**config.mk**
```make
export PLATFORM = sky130hd
export DESIGN_NAME = l2c_l1_inv_arb
export DESIGN_NICKNAME = d
export VERILOG_FILES = /design/src/rtl/l2c_l1_inv_arb.sv
export SDC_FILE = /design/constraint.sdc
export NUM_CORES = 1
export LEC_CHECK = 0
export ABC_AREA = 1
export BUFFER_PORTS_ARGS = -buffer_cell sky130_fd_sc_hd__buf_2
export CAP_MARGIN = 20
export CORE_AREA = 5 5 89 112
export CTS_CLUSTER_SIZE = 30
export DETAILED_ROUTE_END_ITERATION = 16
export DIE_AREA = 0 0 94 117
export PLACE_DENSITY_LB_ADDON = 0.25
export SLEW_MARGIN = 15
export SYNTH_ARGS = -nofsm -noshare
export SYNTH_HDL_FRONTEND = slang
export SYNTH_SLANG_ARGS = --single-unit
```
**constraint.sdc**
```tcl
create_clock -name Clk -period 2.2 [get_ports Clk]
set_input_delay 0.11 -clock Clk [delete_from_list [all_inputs] [get_ports Clk]]
set_output_delay 0.11 -clock Clk [all_outputs]
set_load 0.005 [all_outputs]
```
**src/rtl/l2c_l1_inv_arb.sv**
```systemverilog
// Two-requester round-robin arbiter for L1 line invalidations. Each line is
// sent as two 32-byte halves (high first) and the grant is held across both.
module l2c_l1_inv_arb #(
  parameter int TIMEOUT = 1023
) (
  input  logic        Clk,
  input  logic        Reset,
  input  logic        i_req0,
  input  logic [31:0] i_adr0,
  output logic        o_ack0,
  input  logic        i_req1,
  input  logic [31:0] i_adr1,
  output logic        o_ack1,
  output logic        o_l1_inv_req,
  output logic [31:0] o_l1_inv_adr,
  input  logic        i_l1_inv_ack,
  output logic        o_busy,
  output logic        o_timeout
);

  localparam logic [9:0] TMO = 10'(TIMEOUT);

  typedef enum logic [1:0] {
    ST_IDLE,
    ST_ISSUE,
    ST_GAP
  } state_t;

  state_t      state_q, state_d;
  logic        prio_q, prio_d;
  logic        gnt_q, gnt_d;
  logic        half_q, half_d;
  logic        timeout_q, timeout_d;
  logic [9:0]  wdog_q, wdog_d;
  logic [31:0] adr_q, adr_d;

  logic        idle_pick;
  logic        gnt_req;
  logic [31:0] gnt_adr;
  logic        issue_ack;

  // Contention resolves to the round-robin pointer; otherwise the lone requester.
  assign idle_pick = (i_req0 & i_req1) ? prio_q : i_req1;
  assign gnt_req   = gnt_q ? i_req1 : i_req0;
  assign gnt_adr   = gnt_q ? i_adr1 : i_adr0;
  assign issue_ack = (state_q == ST_ISSUE) & i_l1_inv_ack;

  always_comb begin
    state_d = state_q;
    prio_d  = prio_q;
    gnt_d   = gnt_q;
    half_d  = half_q;
    wdog_d  = wdog_q;
    adr_d   = adr_q;
    case (state_q)
      ST_IDLE: begin
        if (i_req0 | i_req1) begin
          gnt_d   = idle_pick;
          adr_d   = idle_pick ? i_adr1 : i_adr0;
          half_d  = 1'b0;
          wdog_d  = '0;
          state_d = ST_ISSUE;
        end
      end
      ST_ISSUE: begin
        if (i_l1_inv_ack) begin
          if (!half_q) begin
            half_d  = 1'b1;
            state_d = ST_GAP;
          end else begin
            half_d  = 1'b0;
            prio_d  = ~gnt_q;
            state_d = ST_IDLE;
          end
        end else if (wdog_q < TMO) begin
          wdog_d = wdog_q + 10'd1;
        end
      end
      ST_GAP: begin
        // A requester that drops out here abandons the line without moving prio.
        if (gnt_req) begin
          adr_d   = gnt_adr;
          wdog_d  = '0;
          state_d = ST_ISSUE;
        end else begin
          half_d  = 1'b0;
          state_d = ST_IDLE;
        end
      end
      default: state_d = ST_IDLE;
    endcase
    timeout_d = timeout_q | (wdog_d == TMO);
  end

  always_ff @(posedge Clk) begin
    if (!Reset) begin
      state_q   <= ST_IDLE;
      prio_q    <= 1'b0;
      gnt_q     <= 1'b0;
      half_q    <= 1'b0;
      wdog_q    <= '0;
      adr_q     <= '0;
      timeout_q <= 1'b0;
    end else begin
      state_q   <= state_d;
      prio_q    <= prio_d;
      gnt_q     <= gnt_d;
      half_q    <= half_d;
      wdog_q    <= wdog_d;
      adr_q     <= adr_d;
      timeout_q <= timeout_d;
    end
  end

  assign o_l1_inv_req = (state_q == ST_ISSUE);
  assign o_l1_inv_adr = adr_q;
  assign o_ack0       = issue_ack & ~gnt_q;
  assign o_ack1       = issue_ack & gnt_q;
  assign o_busy       = (state_q != ST_IDLE);
  assign o_timeout    = timeout_q;

endmodule

```
==> results.py, run 1 <==
metrics = {
    "clock_tree": {
        "cts_buffers": 5,
        "cts_setup_buffers": 0,
        "htree_num_levels": 2,
        "clockBufferDepth": 2,
        "cts_sinks": 48,
        "clk_latency_ns": 0.29,
        "clkSlewWorstSetupHoldPaths_ns": 0.06,
        "post_cts_resized": 0,
        "root_buffer": "clkbuf_16",
        "postCtsHoldBufs": 0,
        "cts_tree": "yes",
    },
    "final_layout": {
        "drive_above_1_share_pct": 22.43,
        "area_growth_pct": 23.82,
        "layout.cells.non_filler": 707,
        "diodes": 0,
        "fin_util_pct": 43.21,
        "final_nets": 653,
    },
    "detailed_routing": {
        "finalWirelength_um": 9542,
        "drtIter0Drc": 171,
        "dr.pass1.iters": 5,
        "drc": 0,
        "postRouteAntennaNets": 0,
        "num_vias": 3708,
        "vias_per_cell": 5.245,
        "wire_per_inst_um": 13.50,
    },
    "global_routing": {
        "grt-ovfl-total": 0,
        "grt_pass1_wl_um": 15690,
        "track_usage_pct": 17.45,
        "grt_antenna_before_repair": 0,
        "grt_start_max_net_pins": 67,
        "grt_pass1_vias": 3388,
    },
    "place": {
        "finalWeightedCongestion": 0.8395,
        "dp_hpwl_um": 6808,
        "portBuffers": 105,
        "place_inst": 699,
    },
    "floorplanning": {
        "die_w_um": 94,
        "fp.dieH_um": 117,
        "std_cell_rows": 39,
        "coreArea_mm2": 0.008881,
        "dieArea_mm2": 0.01100,
        "pin_count": 106,
        "initial_core_util_pct": 34.90,
    },
    "outcome": {
        "outcome": "finished, final reports clean",
    },
    "timing": {
        "finalMaxSlewViolations": 0,
        "finalSetupViolCount": 0,
        "fin_skew_ns": 0.003678,
        "tightest_slew_ns": 0.9559,
        "tns_ns": 0,
        "fmax_mhz": 545.0,
        "timing.final.crit_share_pct": 83.41,
        "maxSlewHeadroom_pct": 36.27,
        "fin_crit_ns": 1.835,
        "finalHoldViolCount": 0,
        "rsz0062_at_grt": "no",
    },
    "setup_path": {
        "worstPathRequired_ns": 2.42,
        "reg2regPathDepth": 11,
        "crit_type": "reg -> reg",
        "cp_max_fo": 7,
        "crit_path_end_kind": "flip-flop",
        "cp.arrival_ns": 2.06,
        "cp-start-kind": "flip-flop",
    },
    "pwr": {
        "pwr-share-clk_pct": 31.8,
        "leakagePower_nw": 1.819,
        "swShare_pct": 31.55,
        "peakVddDrop_mv": 0.2975,
        "p_comb_share_pct": 25.7,
        "p_int_w": 0.001677,
        "p_switching_w": 0.0007731,
        "pwr-share-seq_pct": 42.4,
        "p_per_area_mw_per_mm2": 638.6,
    },
    "yosys": {
        "ys_seq_area_share_pct": 31.01,
        "syn_nets": 568,
        "yosysWarningCount": 0,
        "ys_types": 27,
        "synth_seq_cells": 48,
        "synth.area.top_cells": "dfxtp_1 (31%), o21ai_0 (16%), a21oi_1 (12%)",
        "synthesis.instances": 498,
        "synth_area_mm2": 0.003099,
        "yosysTopAreaCell": "dfxtp_1",
        "avgSynthCellArea_um2": 6.223,
        "synth_top_area_share_pct": 31.01,
    },
    "flow_run": {
        "maxCapViolations": 0,
    },
    "worst_hold_path": {
        "holdCritPathClass": "in -> reg",
        "hold_path_depth": 3,
    },
}
[worst paths after layout]
kind	to	start	slack [ns]
hold reg to reg	o_timeout	o_timeout	0.46
setup reg to reg	o_timeout	wdog_q[0]	0.37
hold / removal	o_l1_inv_adr[5]	i_adr1[5]	0.13
setup / recovery	o_timeout	wdog_q[0]	0.37
[synth_stat cells]
master,number
a211oi_1,1
a21boi_0,1
a21oi_1,74
a21oi_2,1
a31oi_1,32
buf_1,6
buf_2,6
buf_4,2
clkbuf_1,20
dfxtp_1,48
ha_1,1
inv_1,65
inv_2,2
nand2_1,76
nand2_2,3
nand3_1,27
nand3_2,1
nand3_4,1
nand4_1,5
nor2_1,14
nor2_2,2
nor2_4,1
nor2_8,1
nor3_1,3
o21ai_0,102
o21ai_1,2
o21bai_1,1
[stage by stage]
| stage | setup WS (ns) | cell area [µm²] | hold slack (ns) | total power [W] |
|---|---|---|---|---|
| 2_1_floorplan | 0.6397 | 3099 | 0.2483 | 0.001430 |
| 3_3_place_gp | 0.4596 | 3691 | 0.4119 | 0.001679 |
| 3_5_place_dp | 0.4013 | 3691 | 0.4305 | 0.001691 |
| 4_1_cts | 0.3851 | 3837 | 0.1253 | 0.002482 |
| 5_1_grt | 0.1712 | 3837 | 0.1497 | 0.002608 |
| 6_report | 0.3651 | 3837 | 0.1326 | 0.002450 |
[layout by cell type (no fill, tap or decap)]
master	count
nor3_1	3
buf_2	105
nor2_8	1
nand2_1	75
nand3_2	1
o21bai_1	1
a31oi_1	32
nand3_4	1
clkbuf_16	5
nor2_1	14
clkbuf_1	2
clkinv_1	1
clkbuf_8	1
ha_1	1
nor2_4	1
dfxtp_1	48
a211oi_1	1
inv_1	64
o21ai_1	2
inv_2	2
nor2_2	2
buf_4	7
nand2_2	4
a21oi_1	74
a21boi_0	1
a21oi_2	1
o21ai_0	102
nand4_1	5
nand3_1	27
[metal layers]
metal,vias to the layer above,share of wire (%),GRT usage (%),wire [µm]
li1,1879,-,-,-
met1,1674,43,21.18,4121
met2,134,47,29.18,4473
met5,-,0,0,0
met3,21,7.0,4.604,671
met4,0,2.9,7.418,276
[sequential cells by signal (all words and copies together) (netlist names)]
register / cells
o_l1_inv_adr: 32
wdog_q: 10
state_q: 2
gnt_q: 1
half_q: 1
o_timeout: 1
prio_q: 1
[power by group through the flow]
stage	registers (W)	logic (W)	clock network, W
after floorplan	0.00106	0.000373	0
after global placement	0.00106	0.000623	0
after detailed placement	0.00106	0.000634	0
after CTS	0.00104	0.000636	0.000806
after global routing	0.00105	0.000718	0.000839
final	0.00104	0.000631	0.000780
[worst max-delay path: stages (launching register included)]
cell,delay (ns)
dfxtp_1,0.43
ha_1,0.28
nand2_1,0.13
nor2_4,0.18
nand2_2,0.13
nand3_1,0.10
nand2_1,0.06
nand3_1,0.10
nand2_1,0.07
nor2_1,0.11
nand3_1,0.08
a21oi_1,0.12
[final cells by class]
| class | count | area [µm²] |
|---|---|---|
| clock buffer | 8 | 146.4 |
| fill | 992 | 5044 |
| inverter | 67 | 251.5 |
| multi-input combinational | 349 | 1747 |
| sequential | 48 | 960.9 |
| tap | 123 | 153.9 |
| timing repair buffer | 112 | 578.1 |
[cells by family after synthesis]
group                    count (synthesis)  synth area share [%]
adder cells (fa/ha/maj)                  1                0.4036
buffers and inverters                  101                 12.72
flip-flops                              48                 31.01
AO/OA/AOI/OAI                          214                 36.21
AND/OR/NAND/NOR                        134                 19.66
(Power assumes the default switching activity.)
==> run 2, diff against run 1 <==
- clock period: 2.2 -> 1.6 ns (I/O delays scaled with it)
==> results.py, run 2 (synthesized netlist as in run 1, its figures left out) <==
metrics = {
    "pwr": {
        "p_switching_w": 0.001110,
        "p_comb_share_pct": 28.1,
        "pwr-share-clk_pct": 30.5,
        "peakVddDrop_mv": 0.5474,
        "p_per_area_mw_per_mm2": 819.9,
        "leakagePower_nw": 2.007,
        "swShare_pct": 32.23,
        "p_int_w": 0.002335,
        "pwr-share-seq_pct": 41.4,
    },
    "timing": {
        "fmax_mhz": 630.7,
        "finalHoldViolCount": 0,
        "timing.final.crit_share_pct": 99.10,
        "fin_skew_ns": 0.006923,
        "tns_ns": 0,
        "rsz0062_at_grt": "yes",
        "maxSlewHeadroom_pct": 80.01,
        "finalMaxSlewViolations": 0,
        "finalSetupViolCount": 0,
        "fin_crit_ns": 1.586,
        "tightest_slew_ns": 0.2995,
    },
    "final_layout": {
        "drive_above_1_share_pct": 30.88,
        "final_nets": 681,
        "nFillCells": 963,
        "layout.cells.non_filler": 735,
        "area_growth_pct": 35.57,
        "largest_register_ffs": 32,
        "diodes": 0,
        "final_common_cell": "buf_2",
        "final_cell_mix": "buf_2 (105), o21ai_0 (102), a21oi_1 (72)",
    },
    "detailed_routing": {
        "finalWirelength_um": 9893,
        "num_vias": 3746,
        "dr.pass1.iters": 4,
        "drtIter0Drc": 231,
        "postRouteAntennaNets": 0,
        "vias_per_cell": 5.097,
        "drc": 0,
        "wire_per_inst_um": 13.46,
    },
    "place": {
        "dp_hpwl_um": 7144,
        "finalWeightedCongestion": 0.9203,
        "portBuffers": 105,
        "place_inst": 723,
    },
    "outcome": {
        "outcome": "finished, final reports clean",
    },
    "setup_path": {
        "crit_path_end_kind": "flip-flop",
        "cp-startpoint": "wdog_q[1]",
        "crit_type": "reg -> reg",
        "reg2reg_from": "wdog_q[1]",
        "cp-start-kind": "flip-flop",
        "worstPathRequired_ns": 1.82,
        "cp.arrival_ns": 1.81,
        "cp_max_fo": 7,
    },
    "global_routing": {
        "grt-ovfl-total": 0,
        "grt_pass1_vias": 3537,
        "grt_start_max_net_pins": 65,
        "track_usage_pct": 18.12,
        "grt_pass1_wl_um": 16220,
        "grt_antenna_before_repair": 0,
    },
    "floorplanning": {
        "dieArea_mm2": 0.01100,
        "pin_count": 106,
        "coreArea_mm2": 0.008881,
        "initial_core_util_pct": 34.90,
        "die_w_um": 94,
        "fp.dieH_um": 117,
        "std_cell_rows": 39,
    },
    "clock_tree": {
        "clkSlewWorstSetupHoldPaths_ns": 0.07,
        "clockBufferDepth": 2,
        "postCtsHoldBufs": 0,
        "cts_buffers": 5,
        "root_buffer": "clkbuf_16",
        "cts_sinks": 48,
        "htree_num_levels": 2,
        "cts_tree": "yes",
        "clk_latency_ns": 0.29,
    },
    "flow_run": {
        "maxCapViolations": 0,
    },
    "worst_hold_path": {
        "holdCritStartpoint": "i_adr1[9]",
        "holdCritPathClass": "in -> reg",
    },
}
-- run 2: cell count changes in the layout (fill, tap and decap cells not counted), sizes merged --
cell / before / now
buf: 112 / 139
clkbuf: 8 / 5
clkinv: 1 / 4
clkinvlp: 0 / 1
inv: 66 / 65
nand3: 29 / 30
-- run 2: routing by layer --
metal,vias up,GRT usage [%],part of all wire (%)
met5,-,0,0
met1,1674,21.30,42
met2,122,30.98,49
met3,20,4.476,6.2
li1,1930,-,-
met4,0,8.478,2.9
-- run 2: repair_timing --
| item | CTS | global route |
|---|---|---|
| resized for setup | 8 | 28 |
| gates cloned | 0 | 1 |
| endpoints found under the setup margin | 3 | 37 |
| buffers inserted | 1 | 2 |
| pin swaps | 1 | 13 |
-- run 2: path summary, 6_finish.rpt --
| path | depth (start not counted) | endpoint | slack (ns) |
|---|---|---|---|
| worst min-delay path | 3 | o_l1_inv_adr[9] | 0.09 |
| worst min register to register | 2 | o_timeout | 0.46 |
| worst max-delay path | 13 | o_timeout | 0.01 |
| worst max register to register | 13 | o_timeout | 0.01 |
-- run 2: metrics by stage --
| step | total power [W] | hold WS (ns) | util (%) | instance area [µm²] | worst slack [ns] |
|---|---|---|---|---|---|
| 2_1_floorplan | 0.001966 | 0.2183 | - | 3099 | 0.03968 |
| 3_3_place_gp | 0.002386 | 0.3838 | 44.01 | 3909 | -0.01260 |
| 3_5_place_dp | 0.002400 | 0.3974 | 44.01 | 3909 | -0.03050 |
| 4_1_cts | 0.003468 | 0.08372 | 45.94 | 4080 | 0.01227 |
| 5_1_grt | 0.003672 | 0.1101 | 47.31 | 4202 | -0.1231 |
| 6_report | 0.003445 | 0.09175 | 47.31 | 4202 | 0.01436 |
-- run 2: critical path, cell delays in order, from the launching register on --
cell,delay [ns]
dfxtp_2,0.35
ha_4,0.15
nand2_4,0.05
nor2_4,0.18
nand2_4,0.10
nand3_2,0.08
nand2_1,0.05
nand2_1,0.06
nand2_2,0.07
inv_2,0.05
nand2_2,0.04
nor2_2,0.10
nand3_1,0.10
a21oi_2,0.13
-- run 2: layout make-up --
cell class                      count  area, µm²  share of cell area, %
Multi-Input combinational cell    350       1844                  43.90
Sequential cell                    48      970.9                  23.11
Timing Repair Buffer              139      833.3                  19.83
Inverter                           67      255.2                  6.075
Tap cell                          123      153.9                  3.663
Clock buffer                        5      125.1                  2.978
Clock inverter                      3      18.77                 0.4467
-- run 2: power groups by stage --
stage	clock, W	sequential, W	combinational [W]
final	0.00105	0.00143	0.000969
after global routing	0.00113	0.00144	0.00110
after CTS	0.00109	0.00142	0.000956
after detailed placement	0	0.00145	0.000952
after global placement	0	0.00145	0.000940
after floorplan	0	0.00145	0.000513
